==> config.mk <==
export PLATFORM = sky130hd
export DESIGN_NAME = rf_wb_scheduler
export DESIGN_NICKNAME = d
export VERILOG_FILES = /design/src/rtl/rf_wb_scheduler.sv
export SDC_FILE = /design/constraint.sdc
export NUM_CORES = 1
export LEC_CHECK = 0
export CAP_MARGIN = 15
export CORE_MARGIN = 10
export CORE_UTILIZATION = 45
export DETAILED_ROUTE_END_ITERATION = 6
export PLACE_DENSITY = 0.95
export RECOVER_POWER = 50
export SETUP_SLACK_MARGIN = 0.1
export SLEW_MARGIN = 5
export SYNTH_ARGS = -nofsm -noshare
export SYNTH_HDL_FRONTEND = slang
export SYNTH_SLANG_ARGS = --single-unit
==> constraint.sdc <==
create_clock -name clk -period 5.59 [get_ports clk]
set_input_delay 0.8385 -clock clk [delete_from_list [all_inputs] [get_ports clk]]
set_output_delay 0.8385 -clock clk [all_outputs]
set_load 0.03 [all_outputs]
==> src/rtl/rf_wb_scheduler.sv <==
// Writeback arbiter in front of the register file write port: round-robin
// EXU/LSU grant, registered write port and per-register pending-write scoreboard.
module rf_wb_scheduler #(
    parameter int NREG = 32,
    parameter int AW   = 5,
    parameter int DW   = 32
) (
    input  logic            clk,
    input  logic            rst,
    input  logic            exu_valid,
    input  logic [AW-1:0]   exu_rd,
    input  logic [DW-1:0]   exu_data,
    output logic            exu_ready,
    input  logic            lsu_valid,
    input  logic [AW-1:0]   lsu_rd,
    input  logic [DW-1:0]   lsu_data,
    output logic            lsu_ready,
    input  logic            iss_valid,
    input  logic [AW-1:0]   iss_rd,
    input  logic [AW-1:0]   rs1,
    input  logic [AW-1:0]   rs2,
    output logic            hazard,
    output logic            rf_wen,
    output logic [AW-1:0]   rf_waddr,
    output logic [DW-1:0]   rf_wdata,
    output logic [NREG-1:0] busy
);

    logic            lsu_first;
    logic            grant_exu;
    logic            grant_lsu;
    logic            grant_any;
    logic [AW-1:0]   wr_rd;
    logic [DW-1:0]   wr_data;
    logic            wr_go;
    logic [NREG-1:0] busy_nxt;

    // lsu_first=0 means EXU wins a tie; it flips to the other side after each grant.
    assign grant_exu = exu_valid & (~lsu_valid | ~lsu_first);
    assign grant_lsu = lsu_valid & (~exu_valid | lsu_first);
    assign grant_any = grant_exu | grant_lsu;
    assign exu_ready = grant_exu;
    assign lsu_ready = grant_lsu;

    assign wr_rd   = grant_exu ? exu_rd   : lsu_rd;
    assign wr_data = grant_exu ? exu_data : lsu_data;
    assign wr_go   = grant_any && (wr_rd != '0);

    // Issue is applied after writeback so a same-register collision stays busy.
    always_comb begin
        busy_nxt = busy;
        if (rf_wen)
            busy_nxt[rf_waddr] = 1'b0;
        if (iss_valid && (iss_rd != '0))
            busy_nxt[iss_rd] = 1'b1;
    end

    always_ff @(posedge clk or posedge rst) begin
        if (rst) begin
            lsu_first <= 1'b0;
            rf_wen    <= 1'b0;
            rf_waddr  <= '0;
            rf_wdata  <= '0;
            busy      <= '0;
        end else begin
            if (grant_any)
                lsu_first <= grant_exu;
            rf_wen <= wr_go;
            if (wr_go) begin
                rf_waddr <= wr_rd;
                rf_wdata <= wr_data;
            end
            busy <= busy_nxt;
        end
    end

    assign hazard = ((rs1 != '0) & busy[rs1]) | ((rs2 != '0) & busy[rs2]);

endmodule

; ---- Word-level counts from Yosys, hierarchy flattened
; Index checks and enable logic that the tools add are counted.
[word_totals]
input_bits = 94
ram_bits = 0
memories = 0
output_inout_bits = 73
ff_bits = 71
latch_bits = 0
mem_bits_ro = 0
elab_cells = 45
[classes]
shift = 0
eq_ne = 0
muxes = 12
n_div = 0
mul = 0
n_bitwise = 14
addsub = 0
magnitude_cmp = 6
reduce_logical = 8
[ops]
columns = op, count
row1 = 32-bit 2-to-1 mux, 3
row2 = 32-bit bitwise AND, 1
row3 = 32-bit NOT, 1
row4 = 32-bit OR, 1
row5 = "5-bit by 6-bit less-than comparator with 1-bit output, second input constant", 4
row6 = 5-bit nonzero test, 4
row7 = 1-bit binary-select mux with 5-bit select, 2
row8 = 1-bit demux with 5-bit select, 2
row9 = "5-bit by 1-bit greater-or-equal comparator with 1-bit output, second input constant", 2
row10 = 5-bit 2-to-1 mux, 1
row11 = 1-bit bitwise AND, 4
row12 = 1-bit logical AND, 4
row13 = 1-bit 2-to-1 mux, 4
row14 = 1-bit OR, 4
row15 = 1-bit NOT, 3

; ---- Logic depth before layout (Yosys ltp)
; Gate-level depths: netlist of the first run.
[logic_depth]
depth_word = 9
depth_mapped = 7
ltp_nobuf = 5

; ---- Worst setup path before layout of the first run
; No wires, ideal clock.
[synth_path]
path_kind = input to output
from = input port rs2[0]
to = output port hazard
cell_stages = 6
setup_slack_ps = 2369
required_ps = 4752
n_path_buf = 2
arrival_time_ps = 2382
cell_sequence = clkbuf_1 -> buf_4 -> mux4_2 -> nor2_1 -> o211ai_1 -> a2111o_1
[synth_between]
elab_chain_cells = 4
elab_cells_between_ends = 5
classes_between = 2 x mux / 2 x bitwise / 1 x reduce/logical
[synth_lines]
columns = item, line_no
row1 = from (decl), 21  ; input logic [AW-1:0] rs2,
row2 = 1-bit binary-select mux with 5-bit select, 77  ; assign hazard = ((rs1 != '0) & busy[rs1]) | ((rs2 != '0) & busy[rs2]);
row3 = 1-bit 2-to-1 mux (implied by the code), 77
row4 = 1-bit bitwise AND (*), 77
row5 = 1-bit OR (*), 77
row6 = to (decl), 22  ; output logic hazard,
; Every way passes the cells marked *; elsewhere a longest branch is shown, timed or not. The select of a mux whose other input is x is not followed.

; ---- Worst setup path in the final report of the first run
; Same ends and word-level chain as after synthesis.

==> run_results.csv, run 1 <==
group,metric,value,unit
sta,finalSetupTns,0,ps
clock_tree,clockRootBuffer,"clkbuf_8",
global_route,grt_pass1_vias,3996,
hold_path,min_to,"rf_wdata[12]",
clock_tree,cts_htree_levels,3,
cells_and_area,fin_nets,617,
setup_path,r2r-start,"lsu_first",
setup_path,r2r_cells,7,
floorplan,die_w,111,um
synth,synth_nets,459,
global_route,grt-ovfl-total,0,
sta,tightest_slew,876,ps
clock_tree,post-cts-setup-buffer-count,0,
setup_path,endpoint_kind,"output port",
power,ir_worst_vdd,181,uV
synth,synth_edf_count,0,
clock_tree,cts_buffers,9,
synth,synth_top_cell_by_area,"dfrtp_1",
synth,synth_warnings,0,
cells_and_area,n_antenna_cell,0,
floorplan,rows,33,
clock_tree,path_clk_slew,70,ps
synth,synth_xor_area_share,0,%
power,p_total,2.52,mW
power,p_sw,1.03,mW
synth,postSynthAreaPerCell,10.2,um2
clock_tree,ctsResizeCount,0,
synth,yosysSeqAreaShare,47.9,%
synth,ys_types,39,
power,combPwrFrac,45.3,%
hold_path,hold_class,"flip-flop to flip-flop",
synth,synthTopCellsByArea,"dfrtp_1 (48%), mux2i_1 (12%), o21ai_0 (8.8%)",
setup_path,cp.arrival,3680,ps
synth,syn_area,3710,um2
synth,ys_ff_latch,71,
power,seqPwrFrac,34.7,%
route,first_iter_violations,240,
place,dp_hpwl,10700,um
setup_path,path_class,"input pin to output port",
floorplan,dieArea,12300,um2
clock_tree,clkLatencyLatePin,350,ps
synth,ys.flop_type,"dfrtp_1",
route,drt-total-wl,13600,um
setup_path,rrSetupSlack,2940,ps
global_route,antenna_found_initial,0,
sta,rsz0062_at_grt,"false",
route,vias,3741,
synth,ys_async_sr_fraction,100,%
place,numPortBuffers,166,
global_route,grt_pass1_wl,21700,um
synth,synth_adder_area_share,0,%
sta,maxSlewViolCount,0,
global_route,grtUsageTotal,21.5,%
floorplan,ios,167,
power,clockPowerShare,20.0,%
synth,netlist_instances,365,
cells_and_area,drive_gt1_share,5.68,%
route,firstDrtPassIters,4,
floorplan,chipHeight,111,um
clock_tree,cts_tree,"built",
setup_path,start_kind,"input pin",
synth,muxShareOfSynthArea,19.8,%
route,wire_per_inst,21.5,um
synth,yosysTopAreaCellShare,47.9,%
route,drc_errors,0,
clock_tree,ctsHoldBuffers,0,
power,internal_power,1.48,mW
floorplan,initial_utilization,45.6,%
synth,synth-simple-area-share,11.8,%
cells_and_area,post-route-util,69.9,%
sta,fin_crit,4510,ps
hold_path,holdPathStages,2,
clock_tree,clock-sinks,71,
floorplan,core,8130,um2
setup_path,timing.rr.end,"rf_wdata[13]",
sta,fmax,0.221,GHz
clock_tree,clock_path_buffers,2,
route,via_per_inst,5.91,
hold_path,min-delay-start,"rf_wdata[12]",
route,postRouteAntennaNets,0,
sta,maxSlewHeadroom,41.6,%
run,drv_cap,0,
cells_and_area,synthToLayoutAreaGrowth,53.4,%
power,power_density,442,nW/um2
power,total_leakage_power,2.25,nW
run_status,status,"finished, final reports clean",
sta,fin_skew,15.4,ps
power,swShare,41.1,%
sta,final_hold_viol_count,0,
global_route,grt_max_degree,72,
sta,setup_violations,0,
setup_path,cp_max_fo,13,
sta,fin_crit_sh,80.8,%
setup_path,cp.required,4750,ps
place,gp_congestion,0.959,
synth,synth_compound_area_share,17.1,%
synth,synth_top_family_by_area,"multiplexers",
[flip-flops by register name, summed over array words and instances, names as in the netlist]
register	flops
rf_wdata	32
busy	32
rf_wen	1
lsu_first	1
rf_waddr	5
[critical path, cell delays in order]
cell and delay, ps:
clkdlybuf4s50_1 940, mux4_2 590, o2111ai_1 230, o211ai_1 160, a2111o_1 300, clkdlybuf4s50_1 610
[cells by family (layout without fill, tap and decap cells)]
group           count (synthesis)  after routing
compound gates                118            118
simple gates                   92             92
flops                          71             71
mux                            57             57
buf+inv                        27            190
[power by group through the flow]
stage / clock network (mW) / logic (mW) / registers [mW]
CTS: 0.504 / 1.15 / 0.865
floorplan: 0 / 0.326 / 1.12
detailed placement: 0 / 1.14 / 0.872
global route: 0.525 / 1.21 / 0.890
finish: 0.504 / 1.14 / 0.873
global placement: 0 / 1.12 / 0.863
[per-layer routing]
| layer | routed length, um | part of all wire (%) | vias up | GRT usage [%] |
|---|---|---|---|---|
| met3 | 1850 | 14 | 24 | 10.1 |
| met4 | 285 | 2.1 | 0 | 7.55 |
| met2 | 6470 | 47 | 264 | 34.9 |
| met5 | 0 | 0 | - | 0 |
| met1 | 5020 | 37 | 1798 | 24.3 |
| li1 | - | - | 1655 | - |
[through the flow]
| stage | hold slack [ps] | cells | setup WS (ps) | area (um2) |
|---|---|---|---|---|
| 3_5_place_dp | 518 | 617 | 1100 | 5440 |
| 4_1_cts | 533 | 633 | 1090 | 5690 |
| 6_report | 533 | 633 | 1080 | 5690 |
| 3_3_place_gp | 505 | 617 | 1180 | 5440 |
| 5_1_grt | 570 | 633 | 983 | 5690 |
| 2_1_floorplan | 507 | 365 | 2370 | 3710 |
[how the worst max path moves through the flow]
stage	from	slack (ps)	to	cells past startpoint
2_1_floorplan	rs2[0]	2370	hazard	6
3_3_place_gp	rs1[0]	1180	hazard	7
3_5_place_dp	rs2[0]	1100	hazard	6
4_1_cts	rs2[0]	1090	hazard	6
5_1_grt	rs2[0]	980	hazard	6
6_report	rs2[0]	1080	hazard	6
[cell usage after synthesis (6+ instances only)]
master and n:
o21ai_0 65, mux2i_1 43, clkbuf_1 15, dfrtp_1 71
nand3_1 8, a21oi_1 37, nand2_1 12, mux4_1 6
nor2_1 44
[final cells by class]
type / count / area [um2]
Fill cell: 551 / 2450
Timing Repair Buffer: 169 / 1680
Tap cell: 105 / 131
Inverter: 5 / 18.8
Multi-Input combinational cell: 267 / 1830
Clock buffer: 9 / 124
Clock inverter: 7 / 121
Sequential cell: 71 / 1780
[placed cells by master, fill, tap and decap left out, types with 4 or more instances in the layout]
cell type / instances
inv_1: 4
clkdlybuf4s50_1: 159
a21oi_1: 37
nand3_1: 8
nor2_1: 44
mux4_2: 5
nand2b_1: 5
dlygate4sd3_1: 7
nand2_1: 12
mux2i_1: 43
dfrtp_1: 71
o21ai_0: 64
clkbuf_8: 9
nor2b_1: 5
nand3b_1: 5
mux4_1: 6
Power figures use the tool's default switching activity.
==> run 2: changes to the inputs <==
- CORE_UTILIZATION: 45 -> 38
- PLACE_DENSITY: 0.95 -> 0.87
- clock period: 5.59 -> 3.95 ns (I/O delays scaled with it)
==> run_results.csv, run 2 (synthesized netlist as in run 1, its figures left out) <==
group,metric,value,unit
sta,fmax,0.276,GHz
sta,maxSlewViolCount,0,
sta,tightest_slew,1490,ps
clock_tree,path_clk_slew,80,ps
global_route,antenna_found_initial,1,
sta,fin_crit_sh,91.8,%
power,ir_worst_vdd,269,uV
sta,rsz0062_at_grt,"false",
cells_and_area,top_regs,"busy: 32 flops, rf_wdata: 32 flops, rf_waddr: 5 flops",
sta,finalSetupTns,0,ps
clock_tree,ctsHoldBuffers,0,
cells_and_area,final_common_cell,"clkdlybuf4s50_1",
global_route,grt_max_degree,49,
clock_tree,cts_buffers,9,
floorplan,core,9370,um2
route,firstDrtPassIters,5,
setup_path,start_kind,"input pin",
floorplan,rows,35,
route,drc_errors,0,
sta,final_hold_viol_count,0,
global_route,grtUsageTotal,18.6,%
setup_path,cp.arrival,3030,ps
power,total_leakage_power,2.25,nW
power,p_total,3.43,mW
floorplan,die_w,119,um
run_status,status,"finished with violations",
floorplan,chipHeight,119,um
clock_tree,post-cts-setup-buffer-count,0,
global_route,grt-ovfl-total,0,
cells_and_area,synthToLayoutAreaGrowth,53.5,%
setup_path,critPathSlowestCell,"clkdlybuf4s50_1",
route,wire_per_inst,20.4,um
route,via_per_inst,5.53,
clock_tree,clock_path_buffers,2,
power,power_density,602,nW/um2
floorplan,ios,167,
clock_tree,clockRootBuffer,"clkbuf_8",
place,numPortBuffers,166,
sta,maxSlewHeadroom,0.650,%
clock_tree,cts_htree_levels,3,
setup_path,cp_max_fo,6,
floorplan,initial_utilization,39.6,%
route,postRouteAntennaNets,0,
route,first_iter_violations,195,
sta,fin_skew,11.0,ps
place,dp_hpwl,10900,um
cells_and_area,n_antenna_cell,0,
setup_path,cp.required,3360,ps
setup_path,cpPeakStageDelay,650,ps
clock_tree,clkLatencyLatePin,340,ps
clock_tree,cts_tree,"built",
setup_path,path_class,"input pin to output port",
sta,setup_violations,0,
hold_path,hold_class,"flip-flop to flip-flop",
global_route,grt_pass1_vias,3917,
cells_and_area,fin_nets,621,
floorplan,dieArea,14100,um2
cells_and_area,drive_gt1_share,5.83,%
cells_and_area,fill_cells,769,
clock_tree,ctsResizeCount,1,
clock_tree,clock-sinks,71,
cells_and_area,layout_common_cells,"clkdlybuf4s50_1 (157), dfrtp_1 (71), o21ai_0 (64)",
global_route,grt_pass1_wl,21300,um
run_status,failed_checks,"max-capacitance violations",
run,drv_cap,1,
setup_path,path_cells,"clkdlybuf4s50_1 -> mux4_2 -> or3_1 -> o21ai_1 -> a21oi_1 -> a2111o_1 -> dlygate4sd2_1",
route,drt-total-wl,13500,um
place,gp_congestion,0.938,
setup_path,endpoint_kind,"output port",
sta,fin_crit,3630,ps
route,vias,3657,
[run 2: changes by cell type in the layout (fill, tap and decap cells not counted), sizes merged]
cell	change
buf	+2
bufinv	-2
clkbuf	+4
clkdlybuf4s50	-2
clkinv	-1
dlygate4sd2	+1
dlygate4sd3	+1
inv	+1
[run 2: routing by layer]
metal	vias up	wire length [um]	GRT usage, %
met5	-	13	0
met4	2	224	4.96
met3	24	1900	10.0
met2	231	6090	28.6
met1	1728	5260	22.3
li1	1672	-	-
[run 2: path summary, 6_finish.rpt]
check	slack, ps	end	depth (start not counted)	startpoint
max	320	hazard	7	rs1[0]
min	530	rf_wdata[11]	2	rf_wdata[11]
max reg2reg	1700	rf_wdata[15]	6	lsu_first
min reg2reg	530	rf_wdata[11]	2	rf_wdata[11]
max in group asynchronous	1240	busy[21]	3	rst
min in group asynchronous	860	busy[14]	2	rst
[run 2: through the flow]
stage,util [%],hold WS (ps),worst slack (ps),instance area (um2),cells
CTS,60.8,537,341,5700,661
finish,60.7,530,325,5690,661
global placement,58.7,507,152,5500,645
floorplan,-,507,1220,3710,365
detailed placement,58.7,519,105,5500,645
global route,60.7,561,260,5690,661
[run 2: report_power, final]
part           switching (mW)  internal (mW)  leakage (nW)
sequential              0.280          0.955         0.800
clock                   0.269          0.309         0.103
combinational           0.895          0.720          1.34
total                    1.44           1.98          2.25
[run 2: final cells by class]
type / instances / area [um2] / area share, %
Timing Repair Buffer: 173 / 1710 / 30.0
Tap cell: 129 / 161 / 2.84
Sequential cell: 71 / 1780 / 31.2
Clock inverter: 5 / 57.6 / 1.01
Clock buffer: 11 / 141 / 2.48
Multi-Input combinational cell: 267 / 1830 / 32.1
Inverter: 5 / 18.8 / 0.330
[run 2: worst max-delay path: cells and delay by family]
| family | cells | cell delay [ps] |
|---|---|---|
| AOI/OAI and AO/OA | 3 | 560 |
| and+or+nand+nor | 1 | 330 |
| muxes | 1 | 530 |
| buffers and inverters | 2 | 1010 |
==> run 3: changes to the inputs <==
- CORE_UTILIZATION: 38 -> 39
- CTS_BUF_LIST: unset -> sky130_fd_sc_hd__clkbuf_2
- PLACE_DENSITY: 0.87 -> 0.89
- clock period: 3.95 -> 3.01 ns (I/O delays scaled with it)
==> run_results.csv, run 3 (synthesized netlist as in run 1, its figures left out) <==
group,metric,value,unit
sta,fin_ws,121,ps
floorplan,core,9240,um2
power,total_leakage_power,2.33,nW
place,pre_cts_ws,-437,ps
clock_tree,cts_buffers,9,
floorplan,rows,35,
cells_and_area,fin_area,5800,um2
run,drv_cap,0,
floorplan,die_w,118,um
setup_path,cp.arrival,2440,ps
clock_tree,clkLatencyLatePin,540,ps
sta,maxSlewHeadroom,13.3,%
setup_path,rrSetupSlack,820,ps
global_route,grt-ovfl-total,0,
sta,whs,501,ps
place,dp.cells,658,
place,numPortBuffers,166,
floorplan,chipHeight,118,um
route,wire_per_inst,20.0,um
global_route,grt_max_degree,45,
run_status,status,"finished, final reports clean",
global_route,grtUsageTotal,19.3,%
cells_and_area,fin_nets,634,
setup_path,critPathTopFamily,"compound AO/OA/AOI/OAI gates",
floorplan,ios,167,
setup_path,path_cells,"mux4_2 -> or3_1 -> o21ai_1 -> a21oi_1 -> a2111o_1 -> buf_6",
cells_and_area,instances_no_fill,675,
sta,fin_skew,28.9,ps
sta,maxSlewViolCount,0,
route,drc_errors,0,
power,p_total,4.63,mW
setup_path,cpPeakStageDelay,470,ps
sta,tightest_slew,1300,ps
floorplan,dieArea,13800,um2
setup_path,path_buf_inv,1,
setup_path,endpoint_kind,"output port",
sta,rsz0062_at_grt,"true",
global_route,antenna_found_initial,1,
route,via_per_inst,5.48,
global_route,grt_pass1_wl,21600,um
setup_path,start_kind,"flip-flop",
clock_tree,path_clk_slew,210,ps
route,drt-total-wl,13500,um
clock_tree,clock_path_buffers,2,
route,postRouteAntennaNets,0,
place,dp_hpwl,10900,um
route,firstDrtPassIters,5,
sta,fmax,0.346,GHz
route,first_iter_violations,208,
power,power_density,798,nW/um2
cells_and_area,layout_common_cells,"clkdlybuf4s50_1 (160), dfrtp_1 (71), o21ai_0 (64)",
hold_path,hold_class,"input pin to flip-flop",
cells_and_area,post-route-util,62.8,%
setup_path,cp.required,2560,ps
sta,fin_crit,2890,ps
sta,fin_crit_sh,96.0,%
sta,setup_violations,0,
setup_path,path_class,"flip-flop to output port",
route,vias,3700,
cells_and_area,final_common_cell,"clkdlybuf4s50_1",
clock_tree,clockRootBuffer,"clkbuf_2",
cells_and_area,top_regs,"busy: 32 flops, rf_wdata: 32 flops, rf_waddr: 5 flops",
power,ir_worst_vdd,377,uV
sta,finalSetupTns,0,ps
cells_and_area,drive_gt1_share,8.81,%
sta,final_hold_viol_count,0,
place,gp_congestion,0.939,
global_route,grt_pass1_vias,3913,
floorplan,initial_utilization,40.1,%
clock_tree,clock-sinks,71,
clock_tree,cts_htree_levels,3,
place,placed_area,5630,um2
setup_path,critPathSlowestCell,"mux4_2",
cells_and_area,synthToLayoutAreaGrowth,56.4,%
setup_path,cp_max_fo,2,
clock_tree,cts_tree,"built",
-- run 3: cell types whose count changed in the layout (fill, tap and decap cells not counted), sizes merged --
cell	previous run	this run
clkbuf	13	11
dlygate4sd3	8	2
dlygate4sd2	1	2
bufinv	1	4
diode	0	1
clkdlybuf4s50	157	160
buf	5	21
clkinv	4	2
-- run 3: worst min-delay path, cell delays in order --
cell	delay, ps
clkdlybuf4s50_1	390
mux2i_1	120
a21oi_1	80
-- run 3: final cells by class --
cell class              instances  area [um2]
repair buffers                186        1830
flip-flops and latches         71        1780
clock inverters                 6         133
well taps                     129         161
diodes                          1        2.50
inverters                       5        18.8
clock buffers                  10        50.0
multi-input cells             267        1820
fillers                       716        3440
-- run 3: what timing repair did --
action,CTS,global route
endpoints found under the setup margin,1,1
cloned,0,0
buffers inserted,0,0
pin swaps,1,0
gates resized for setup,9,2
hold buffers,0,0
-- run 3: routing by layer --
layer | vias up | GRT usage, % | part of all wire, %
li1 | 1692 | - | -
met1 | 1742 | 22.2 | 38
met2 | 250 | 30.3 | 46
met3 | 16 | 9.88 | 14
met4 | 0 | 6.72 | 1.4
met5 | - | 0 | 0
-- run 3: final timing paths --
kind | start | endpoint | depth (start not counted)
worst min register to register | rf_wdata[13] | rf_wdata[13] | 2
min in group asynchronous | rst | busy[27] | 2
worst min-delay path | lsu_data[0] | rf_wdata[0] | 3
worst max-delay path | busy[16] | hazard | 6
worst max register to register | lsu_first | rf_wdata[19] | 6
max in group asynchronous | rst | rf_wdata[8] | 3
-- run 3: report_power, final --
group          leakage (nW)  internal (mW)  total [mW]  switching [mW]
clock network         0.104          0.443       0.798           0.355
registers             0.800           1.25        1.58           0.335
logic                  1.43           1.01        2.25            1.23
